File: config.mk
export PLATFORM = sky130hd
export DESIGN_NAME = bin_to_xs3_seq
export DESIGN_NICKNAME = d
export VERILOG_FILES = /design/src/rtl/bin_to_xs3_seq.sv
export SDC_FILE = /design/constraint.sdc
export NUM_CORES = 1
export LEC_CHECK = 0
export CELL_PAD_IN_SITES_DETAIL_PLACEMENT = 2
export CELL_PAD_IN_SITES_GLOBAL_PLACEMENT = 2
export CORE_MARGIN = 2
export CORE_UTILIZATION = 33
export CTS_CLUSTER_SIZE = 40
export DETAILED_ROUTE_END_ITERATION = 10
export PLACE_DENSITY_LB_ADDON = 0.1
export SYNTH_ARGS = -nofsm -noshare
export SYNTH_HDL_FRONTEND = slang
export SYNTH_SLANG_ARGS = --single-unit
File: constraint.sdc
create_clock -name clk -period 2.2 [get_ports clk]
set_clock_uncertainty 0.1 [all_clocks]
set_input_delay 0.22 -clock clk [delete_from_list [all_inputs] [get_ports clk]]
set_output_delay 0.22 -clock clk [all_outputs]
set_load 0.01 [all_outputs]
File: src/rtl/bin_to_xs3_seq.sv
`default_nettype none
// ============================================================================
//  Module   : bin_to_xs3_seq
//  Purpose  : Sequential double-dabble converter from an unsigned binary
//             operand to DIGITS decimal digits, emitted as excess-3 (XS3=1)
//             or plain BCD (XS3=0). One input bit is consumed per clock.
//             An overflow flag marks operands above 10^DIGITS-1; in that case
//             dec_out carries the low DIGITS decimal digits.
//  Ports    : clk        rising-edge clock
//             rst_n      synchronous reset, active-low
//             in_valid   bin_in valid (accepted only while in_ready=1)
//             in_ready   converter idle and able to accept an operand
//             bin_in     unsigned binary operand, BIN_W bits
//             out_valid  dec_out/ovf valid, held until out_ready
//             out_ready  consumer accepts the result
//             dec_out    4*DIGITS bits, digit0 (units) in [3:0]
//             ovf        operand needed more than DIGITS digits
//  Revision : 1.0  initial release
// ============================================================================
module bin_to_xs3_seq #(
    parameter int BIN_W  = 8,
    parameter int DIGITS = 3,
    parameter int XS3    = 1
) (
    input  logic                  clk,
    input  logic                  rst_n,
    input  logic                  in_valid,
    output logic                  in_ready,
    input  logic [BIN_W-1:0]      bin_in,
    output logic                  out_valid,
    input  logic                  out_ready,
    output logic [4*DIGITS-1:0]   dec_out,
    output logic                  ovf
);

    localparam int c_DW    = 4 * DIGITS;
    localparam int c_CNT_W = (BIN_W > 1) ? $clog2(BIN_W) : 1;
    localparam logic [c_CNT_W-1:0] c_CNT_INIT = c_CNT_W'(BIN_W - 1);

    typedef enum logic [1:0] {
        S_IDLE = 2'd0,
        S_CONV = 2'd1,
        S_FIX  = 2'd2,
        S_DONE = 2'd3
    } state_t;

    state_t               state_q,     state_d;
    logic [BIN_W-1:0]     bin_q,       bin_d;
    logic [c_DW-1:0]      dig_q,       dig_d;
    logic [c_CNT_W-1:0]   cnt_q,       cnt_d;
    // Working overflow accumulates during CONV; the visible flag is only
    // refreshed in FIX so ovf stays stable alongside dec_out.
    logic                 ovf_acc_q,   ovf_acc_d;
    logic                 ovf_q,       ovf_d;
    logic [c_DW-1:0]      dec_q,       dec_d;
    logic                 out_valid_q, out_valid_d;

    logic [c_DW-1:0]      w_adj;   // digits after the >=5 -> +3 correction
    logic [c_DW-1:0]      w_code;  // final output coding of the digits

    // Per-digit arithmetic is 4-bit with no carry between digits.
    genvar gi;
    generate
        for (gi = 0; gi < DIGITS; gi++) begin : g_digit
            assign w_adj[gi*4 +: 4]  = (dig_q[gi*4 +: 4] >= 4'd5)
                                     ? dig_q[gi*4 +: 4] + 4'd3
                                     : dig_q[gi*4 +: 4];
            assign w_code[gi*4 +: 4] = (XS3 != 0)
                                     ? dig_q[gi*4 +: 4] + 4'd3
                                     : dig_q[gi*4 +: 4];
        end
    endgenerate

    always_ff @(posedge clk) begin
        if (!rst_n) begin
            state_q     <= S_IDLE;
            bin_q       <= '0;
            dig_q       <= '0;
            cnt_q       <= '0;
            ovf_acc_q   <= 1'b0;
            ovf_q       <= 1'b0;
            dec_q       <= '0;
            out_valid_q <= 1'b0;
        end else begin
            state_q     <= state_d;
            bin_q       <= bin_d;
            dig_q       <= dig_d;
            cnt_q       <= cnt_d;
            ovf_acc_q   <= ovf_acc_d;
            ovf_q       <= ovf_d;
            dec_q       <= dec_d;
            out_valid_q <= out_valid_d;
        end
    end

    always_comb begin
        state_d     = state_q;
        bin_d       = bin_q;
        dig_d       = dig_q;
        cnt_d       = cnt_q;
        ovf_acc_d   = ovf_acc_q;
        ovf_d       = ovf_q;
        dec_d       = dec_q;
        out_valid_d = out_valid_q;

        case (state_q)
            S_IDLE: begin
                if (in_valid) begin
                    bin_d     = bin_in;
                    dig_d     = '0;
                    ovf_acc_d = 1'b0;
                    cnt_d     = c_CNT_INIT;
                    state_d   = S_CONV;
                end
            end
            S_CONV: begin
                // Shift {adjusted digits, operand} left by one; whatever
                // falls out of the top digit is a lost decimal carry.
                dig_d     = {w_adj[c_DW-2:0], bin_q[BIN_W-1]};
                bin_d     = bin_q << 1;
                ovf_acc_d = ovf_acc_q | w_adj[c_DW-1];
                if (cnt_q == '0) begin
                    state_d = S_FIX;
                end else begin
                    cnt_d = cnt_q - c_CNT_W'(1);
                end
            end
            S_FIX: begin
                dec_d       = w_code;
                ovf_d       = ovf_acc_q;
                out_valid_d = 1'b1;
                state_d     = S_DONE;
            end
            S_DONE: begin
                if (out_ready) begin
                    out_valid_d = 1'b0;
                    state_d     = S_IDLE;
                end
            end
            default: begin
                state_d = S_IDLE;
            end
        endcase
    end

    assign in_ready  = (state_q == S_IDLE);
    assign out_valid = out_valid_q;
    assign dec_out   = dec_q;
    assign ovf       = ovf_q;

endmodule
`default_nettype wire
# Yosys cells after proc, flatten, opt, wreduce, memory -nomap -nowiden
# Index checks and enable logic that the tools add are counted.
dict set report op_classes {
  add_sub_neg 4
  magnitude_cmp 3
  eq_ne 7
  bitwise_logic 1
  n_reduce_logical 8
  n_mux 18
}
# cell n
set op_table {}
lappend op_table {{one-hot mux 12 bit (2 select lines)} 1}
lappend op_table {{one-hot mux 8 bit (2 select lines)} 1}
lappend op_table {{adder 4 x 2 -> 4 bit, second input constant} 3}
lappend op_table {{>= comparator 4 x 3 -> 1 bit, second input constant} 3}
lappend op_table {{2-to-1 mux 12 bit} 1}
lappend op_table {{2-to-1 mux 4 bit} 3}
lappend op_table {{2-to-1 mux 8 bit} 1}
lappend op_table {{!= test 2 bit, second input constant} 4}
lappend op_table {{one-hot mux 2 bit (4 select lines)} 1}
lappend op_table {{2-to-1 mux 2 bit} 3}
lappend op_table {{2-to-1 mux 3 bit} 2}
lappend op_table {{one-hot mux 3 bit (2 select lines)} 1}
lappend op_table {{AND reduction 3 bit} 2}
lappend op_table {{equality test 2 bit, second input constant} 2}
lappend op_table {{one-hot mux 1 bit (2 select lines)} 2}
lappend op_table {{AND reduction 2 bit} 2}
lappend op_table {{nonzero test 2 bit} 2}
lappend op_table {{zero test 3 bit} 1}
lappend op_table {{subtractor 3 x 1 -> 3 bit, second input constant} 1}
lappend op_table {{equality test 2 x 1 -> 1 bit, second input constant} 1}
lappend op_table {{zero test 2 bit} 1}
lappend op_table {{2-to-1 mux 1 bit} 2}
lappend op_table {{OR 1 bit} 1}
dict set report word_totals {
  wordCells 49
  in_bits 12
  ff_bits 40
  output_inout_bits 15
}

# Depth between registers and ports, before layout
# Gate-level depths: netlist of run 1.
dict set report depth {
  ltp_word 4
  ltp_mapped 8
  depth_no_buf 7
}

# Least setup slack after synthesis of run 1
# No wires, ideal clock.
dict set report synth_timing {
  kind {reg2reg}
  startpoint {register state_q[0]}
  endpoint {register cnt_q[1]}
  setup_slack_ps 489
  t_required_ps 1978
  n_path_buf 0
  path_stages_with_launch 6
  setup_time_ps 122
  t_arrival_ps 1490
  path_cell_list {dfxtp_1 > inv_1 > ha_1 > mux2i_2 > nor2_2 > o311a_1}
}
dict set report synth_between {
  elab_chain_cells 3
  word_cells_on_any_way 7
}
# element line_no
set synth_lines {}
lappend synth_lines {{from (decl)} 47} ;# state_t state_q, state_d;
lappend synth_lines {{from (signal assigned)} 85} ;# state_q <= state_d;
lappend synth_lines {{zero test 2 bit *} --}
lappend synth_lines {{net in_ready} 28} ;# output logic in_ready,
lappend synth_lines {{!= test 2 bit (no line) or nonzero test 2 bit (tied branches)} --}
lappend synth_lines {{AND reduction 3 bit (no line)} --}
lappend synth_lines {{to (signal assigned)} 88} ;# cnt_q <= cnt_d;
lappend synth_lines {{to (decl)} 50} ;# logic [c_CNT_W-1:0] cnt_q, cnt_d;
# The timed path passes the listed nets; every way through them passes the cells marked *.
# A chain may end at the register's enable or synchronous reset.

# Worst setup path in the final report of run 1
dict set report layout_timing {
  startpoint {register state_q[0]}
  endpoint {register cnt_q[0]}
}
dict set report layout_between {
  elab_chain_cells 3
  word_cells_on_any_way 7
}
# element line_no
set layout_lines {}
lappend layout_lines {{equality test 2 x 1 -> 1 bit or zero test 2 bit (tied branches)} 106} ;# case (state_q)
lappend layout_lines {{!= test 2 bit (no line) or nonzero test 2 bit (tied branches)} --}
lappend layout_lines {{AND reduction 3 bit (no line)} --}
# Several ways; a longest one is shown, not always the timed one.

==> flow_metrics.py, run 1 <==
metrics = {
    "synth": {
        "ys_seq_area_share_pct": 40.8,
        "netlist-cell-type-count": 39,
        "synth_edf_count": 0,
        "syn_area_sq_um": 1960,
        "ys_async_sr_fraction_pct": 0,
        "ys_warn_count": 0,
        "synth-seq-cells": 40,
        "synthTopCellsByArea": "dfxtp_1, ha_1, mux2i_1",
        "synth_top_cell_by_area": "dfxtp_1",
        "synth_nets": 236,
        "netlist.area_leader.share_pct": 40.8,
        "synthFlopType": "dfxtp_1",
        "syn_area_per_cell_sq_um": 9.31,
        "synthCells": 211,
    },
    "global_route": {
        "grt_pass1_vias": 1828,
        "antenna_found_initial": 0,
        "overflow": 0,
        "grt_usage_pct": 18.6,
        "grt_pass1_wl_microns": 9150,
        "grt_max_degree": 17,
    },
    "drt": {
        "drt_pass1_iterations": 4,
        "vias_per_cell": 5.04,
        "drt_wl_total_microns": 5440,
        "wire_per_inst_microns": 17.3,
        "ant_nets": 0,
        "vias": 1582,
        "drtIter0Drc": 26,
        "drc": 0,
    },
    "die": {
        "rows": 28,
        "start_util_pct": 33.6,
        "coreArea_sq_um": 5850,
        "die_h_microns": 81.2,
        "dieWidth_microns": 81.2,
        "dieArea_sq_um": 6590,
        "num_io_pins": 27,
    },
    "placement": {
        "placedCellCount": 307,
        "dp_worst_setup_slack_ps": 148,
        "dp_hpwl_microns": 4170,
        "port_buffers": 26,
        "gp_congestion": 0.714,
    },
    "timing": {
        "final-setup-viol-count": 0,
        "drv_slew": 0,
        "clock.fmax_ghz": 0.497,
        "postLayoutSetupSlackWorst_ps": 190,
        "min_period_over_period_pct": 91.4,
        "max_slew_margin_pct": 61.0,
        "setup_tns_ps": 0,
        "worst_slew_pin_slew_ps": 573,
        "rsz0062_at_grt": "no",
        "finalHoldViolCount": 0,
        "fin_crit_ps": 2010,
    },
    "worst_setup_path": {
        "critPathCaptureType": "flop",
        "start_kind": "flop",
        "critPathRequiredTime_ps": 2250,
        "critical_path.slowest_cell": "mux2i_2",
        "crit_arrival_ps": 2060,
        "crit_path_max_incr_delay_ps": 560,
        "path_class": "flop to flop",
        "cp_max_fo": 8,
        "path_cells": "inv_1 > ha_1 > mux2i_2 > nor2_2 > xnor2_1 > a21boi_1",
    },
    "flow_run": {
        "maxCapViolCount": 0,
    },
    "layout": {
        "seqCellArea_sq_um": 801,
        "nNetsFinal": 264,
        "diodes": 0,
        "fill_cells": 645,
        "final_common_cell": "dfxtp_1",
        "final_cell_mix": "dfxtp_1, clkdlybuf4s50_1, nand2_1",
        "drive_gt1_share_pct": 8.37,
        "fin_cells": 314,
        "multiInputGateArea_sq_um": 1050,
        "area_growth_pct": 21.2,
    },
    "clock_network": {
        "clk-insertion-delay-late_ps": 290,
        "cts_buffers": 5,
        "postCtsResizedCells": 0,
        "clockBufferDepth": 2,
        "cts_tree": "built",
        "cts_max_level": 2,
        "cts.sinks": 40,
        "postCtsHoldBufs": 0,
        "cts_root_buffer": "clkbuf_8",
        "cts_setup_buffers": 0,
        "clkTransAtPathRegs_ps": 80,
    },
    "power": {
        "power_density_nw_per_um2": 1070,
        "peakVddDrop_mv": 0.328,
        "p_leak_nw": 0.984,
    },
    "outcome": {
        "outcome": "finished, final reports clean",
    },
    "min_path": {
        "min-delay-path-class": "flop to flop",
    },
}
==> where the power goes <==
part           leakage [nW]  switching [mW]  internal (mW)
sequential            0.326          0.0975          0.885
combinational         0.617           0.590          0.504
clock                0.0410           0.258          0.216
total                 0.984           0.946           1.60
==> kinds of logic (layout without fill, tap and decap cells) <==
family / Yosys count / count (layout) / share of synthesized area (%)
and+or+nand+nor: 60 / 60 / 15.5
AOI/OAI and AO/OA: 50 / 50 / 18.0
DFF: 40 / 40 / 40.8
buffers and inverters: 24 / 52 / 5.54
muxes: 14 / 14 / 7.39
adders and majority gates: 13 / 13 / 8.28
xor gates and xnor gates: 10 / 10 / 4.46
==> stage by stage <==
step | hold slack (ps) | total power, mW | util, % | instance area [sq um]
6_report | 376 | 2.55 | 40.7 | 2380
5_1_grt | 414 | 2.76 | 40.7 | 2380
4_1_cts | 376 | 2.60 | 40.7 | 2380
3_5_place_dp | 363 | 2.12 | 39.4 | 2300
3_3_place_gp | 351 | 2.01 | 39.4 | 2300
2_1_floorplan | 298 | 1.72 | - | 1960
==> cell type report <==
cell class	count	area share, %
Tap cell	75	3.94
Clock buffer	6	3.05
Sequential cell	40	33.6
Timing Repair Buffer	32	12.8
Clock inverter	1	0.210
Inverter	13	2.05
Multi-Input combinational cell	147	44.3
==> synth_stat cells, types with 3 or more instances <==
cell      instances
o21ai_0          11
nor2_1           10
buf_2             3
o22ai_1           3
nand2_1          23
xnor2_1           7
mux2i_1          12
dfxtp_1          40
xor2_1            3
a21oi_1           8
clkbuf_1          5
nor2b_1          10
o211a_1          11
o21ai_1           5
nand2b_1          4
ha_1             13
inv_1            13
==> sequential cells by signal (all words and copies together) (netlist names) <==
name       count
dec_out       12
state_q        2
cnt_q          3
dig_q         12
bin_q          8
out_valid      1
ovf_acc_q      1
ovf            1
==> path summary, 6_finish.rpt <==
path                                 from                    end  slack [ps]  depth (start not counted)
setup / recovery  state_q[0]$_SDFFE_PN0P_  cnt_q[0]$_SDFFE_PN0P_         190                          6
hold reg to reg     dig_q[1]$_SDFFE_PN0P_  dig_q[1]$_SDFFE_PN0P_         380                          2
hold / removal      dig_q[1]$_SDFFE_PN0P_  dig_q[1]$_SDFFE_PN0P_         380                          2
setup reg to reg  state_q[0]$_SDFFE_PN0P_  cnt_q[0]$_SDFFE_PN0P_         190                          6
==> worst max-delay path, delay by kind of cell (launching register included) <==
kind                       cells  cell delay, ps
buffers and inverters          1             120
DFF                            1             350
adders and majority gates      1             280
xor gates and xnor gates       1             210
AOI/OAI and AO/OA              1             110
and+or+nand+nor                1             140
muxes                          1             560
==> per-layer routing <==
metal	wire [microns]	global-route usage, %
met1	2270	20.0
met2	3000	36.0
met3	132	4.22
met4	42	5.08
met5	0	0
No activity file was read; power rests on OpenSTA's default activity.
==> inputs of run 2 (changes only) <==
- PLACE_DENSITY: default -> 0.79
- PLACE_DENSITY_LB_ADDON: 0.1 -> default
==> flow_metrics.py, run 2 (synthesis results as in run 1) <==
metrics = {
    "layout": {
        "final_common_cell": "dfxtp_1",
        "seqCellArea_sq_um": 801,
        "final_core_util_pct": 41.1,
        "final_cell_mix": "dfxtp_1, clkdlybuf4s50_1, nand2_1",
        "diodes": 0,
        "area_growth_pct": 22.5,
        "fill_cells": 648,
        "drive_gt1_share_pct": 9.17,
        "multiInputGateArea_sq_um": 1050,
        "nNetsFinal": 265,
    },
    "worst_setup_path": {
        "cp_max_fo": 5,
        "critPathCaptureType": "output port",
        "path_class": "flop to output port",
        "cp-startpoint": "state_q[0]$_SDFFE_PN0P_",
        "start_kind": "flop",
        "reg2reg_from": "state_q[1]$_SDFFE_PN0P_",
        "crit_arrival_ps": 1650,
        "rr_worst_depth": 7,
        "r2r_setup_slack_ps": 310,
        "timing.rr.end": "cnt_q[1]$_SDFFE_PN0P_",
        "critPathRequiredTime_ps": 1880,
    },
    "placement": {
        "gp_congestion": 0.750,
        "port_buffers": 26,
        "dp_hpwl_microns": 3520,
        "dp_worst_setup_slack_ps": 328,
    },
    "outcome": {
        "outcome": "finished, final reports clean",
    },
    "global_route": {
        "grt_usage_pct": 16.8,
        "antenna_found_initial": 0,
        "grtUsageMet1_pct": 20.5,
        "grt_pass1_wl_microns": 8320,
        "busiest_layer": "met2",
        "grt_max_degree": 14,
        "overflow": 0,
        "met2_usage_pct": 28.3,
        "met3_usage_pct": 3.89,
        "grt_pass1_vias": 1668,
    },
    "timing": {
        "min_period_over_period_pct": 89.6,
        "drv_slew": 0,
        "fin_crit_ps": 1970,
        "setup_tns_ps": 0,
        "clock.fmax_ghz": 0.507,
        "final-setup-viol-count": 0,
        "rsz0062_at_grt": "no",
        "postLayoutSetupSlackWorst_ps": 229,
        "worst_slew_pin_slew_ps": 492,
        "max_slew_margin_pct": 67.1,
        "finalHoldViolCount": 0,
    },
    "power": {
        "p_leak_nw": 0.998,
        "peakVddDrop_mv": 0.439,
        "power_density_nw_per_um2": 1070,
    },
    "clock_network": {
        "cts_tree": "built",
        "cts_root_buffer": "clkbuf_8",
        "clkTransAtPathRegs_ps": 80,
        "cts_setup_buffers": 0,
        "cts.sinks": 40,
        "cts_buffers": 5,
        "clockBufferDepth": 2,
        "cts_max_level": 2,
        "clk-insertion-delay-late_ps": 300,
        "postCtsHoldBufs": 0,
        "postCtsResizedCells": 0,
    },
    "drt": {
        "wire_per_inst_microns": 15.3,
        "ant_nets": 0,
        "drc": 0,
        "vias_per_cell": 5.00,
        "drtIter0Drc": 45,
        "drt_pass1_iterations": 4,
        "vias": 1576,
        "drt_wl_total_microns": 4820,
    },
    "die": {
        "die_h_microns": 81.2,
        "rows": 28,
        "coreArea_sq_um": 5850,
        "num_io_pins": 27,
        "dieWidth_microns": 81.2,
        "dieArea_sq_um": 6590,
        "start_util_pct": 33.6,
    },
    "min_path": {
        "min-delay-path-class": "flop to flop",
        "hold-path-endpoint": "dig_q[9]$_SDFFE_PN0P_",
        "min_from": "dig_q[9]$_SDFFE_PN0P_",
        "whs_path_depth": 2,
    },
    "flow_run": {
        "maxCapViolCount": 0,
    },
}
[run 2: cell count changes in the layout (fill, tap and decap cells not counted)]
cell      previous run  this run
clkbuf_1             1         0
buf_4                6         7
clkinv_2             1         0
clkbuf_8             5         7
[run 2: through the flow]
step / hold WS (ps) / power [mW] / area, sq um / instances
floorplan: 298 / 1.72 / 1960 / 211
global placement: 361 / 2.03 / 2310 / 308
detailed placement: 367 / 2.07 / 2310 / 308
CTS: 378 / 2.64 / 2410 / 315
global route: 405 / 2.78 / 2410 / 315
finish: 376 / 2.59 / 2410 / 315
[run 2: per-layer routing]
metal | part of all wire, % | vias up
met5 | 0 | -
met1 | 45 | 769
met2 | 50 | 21
li1 | - | 777
met4 | 2.1 | 0
met3 | 2.5 | 9
[run 2: worst max-delay path: stages, from the launching register on]
cell	delay, ps
dfxtp_1	350
inv_1	120
ha_1	290
clkdlybuf4s50_1	590
[run 2: worst max-delay path by stage]
stage / slack, ps / to
3_5_place_dp: 330 / cnt_q[1]$_SDFFE_PN0P_
6_report: 230 / in_ready
4_1_cts: 210 / in_ready
3_3_place_gp: 380 / cnt_q[1]$_SDFFE_PN0P_
5_1_grt: 120 / cnt_q[1]$_SDFFE_PN0P_
2_1_floorplan: 490 / cnt_q[1]$_SDFFE_PN0P_
[run 2: power by group]
part / internal [mW] / total (mW) / switching [mW] / leakage (nW)
Sequential: 0.884 / 0.976 / 0.0918 / 0.326
Combinational: 0.512 / 1.07 / 0.557 / 0.622
Clock: 0.280 / 0.540 / 0.260 / 0.0503
Total: 1.68 / 2.59 / 0.909 / 0.998
[run 2: layout make-up]
cell class | instances | area share (%)
Multi-Input combinational cell | 147 | 43.8
Sequential cell | 40 | 33.3
Timing Repair Buffer | 33 | 13.0
Clock buffer | 7 | 4.00
Tap cell | 75 | 3.90
Inverter | 13 | 2.03
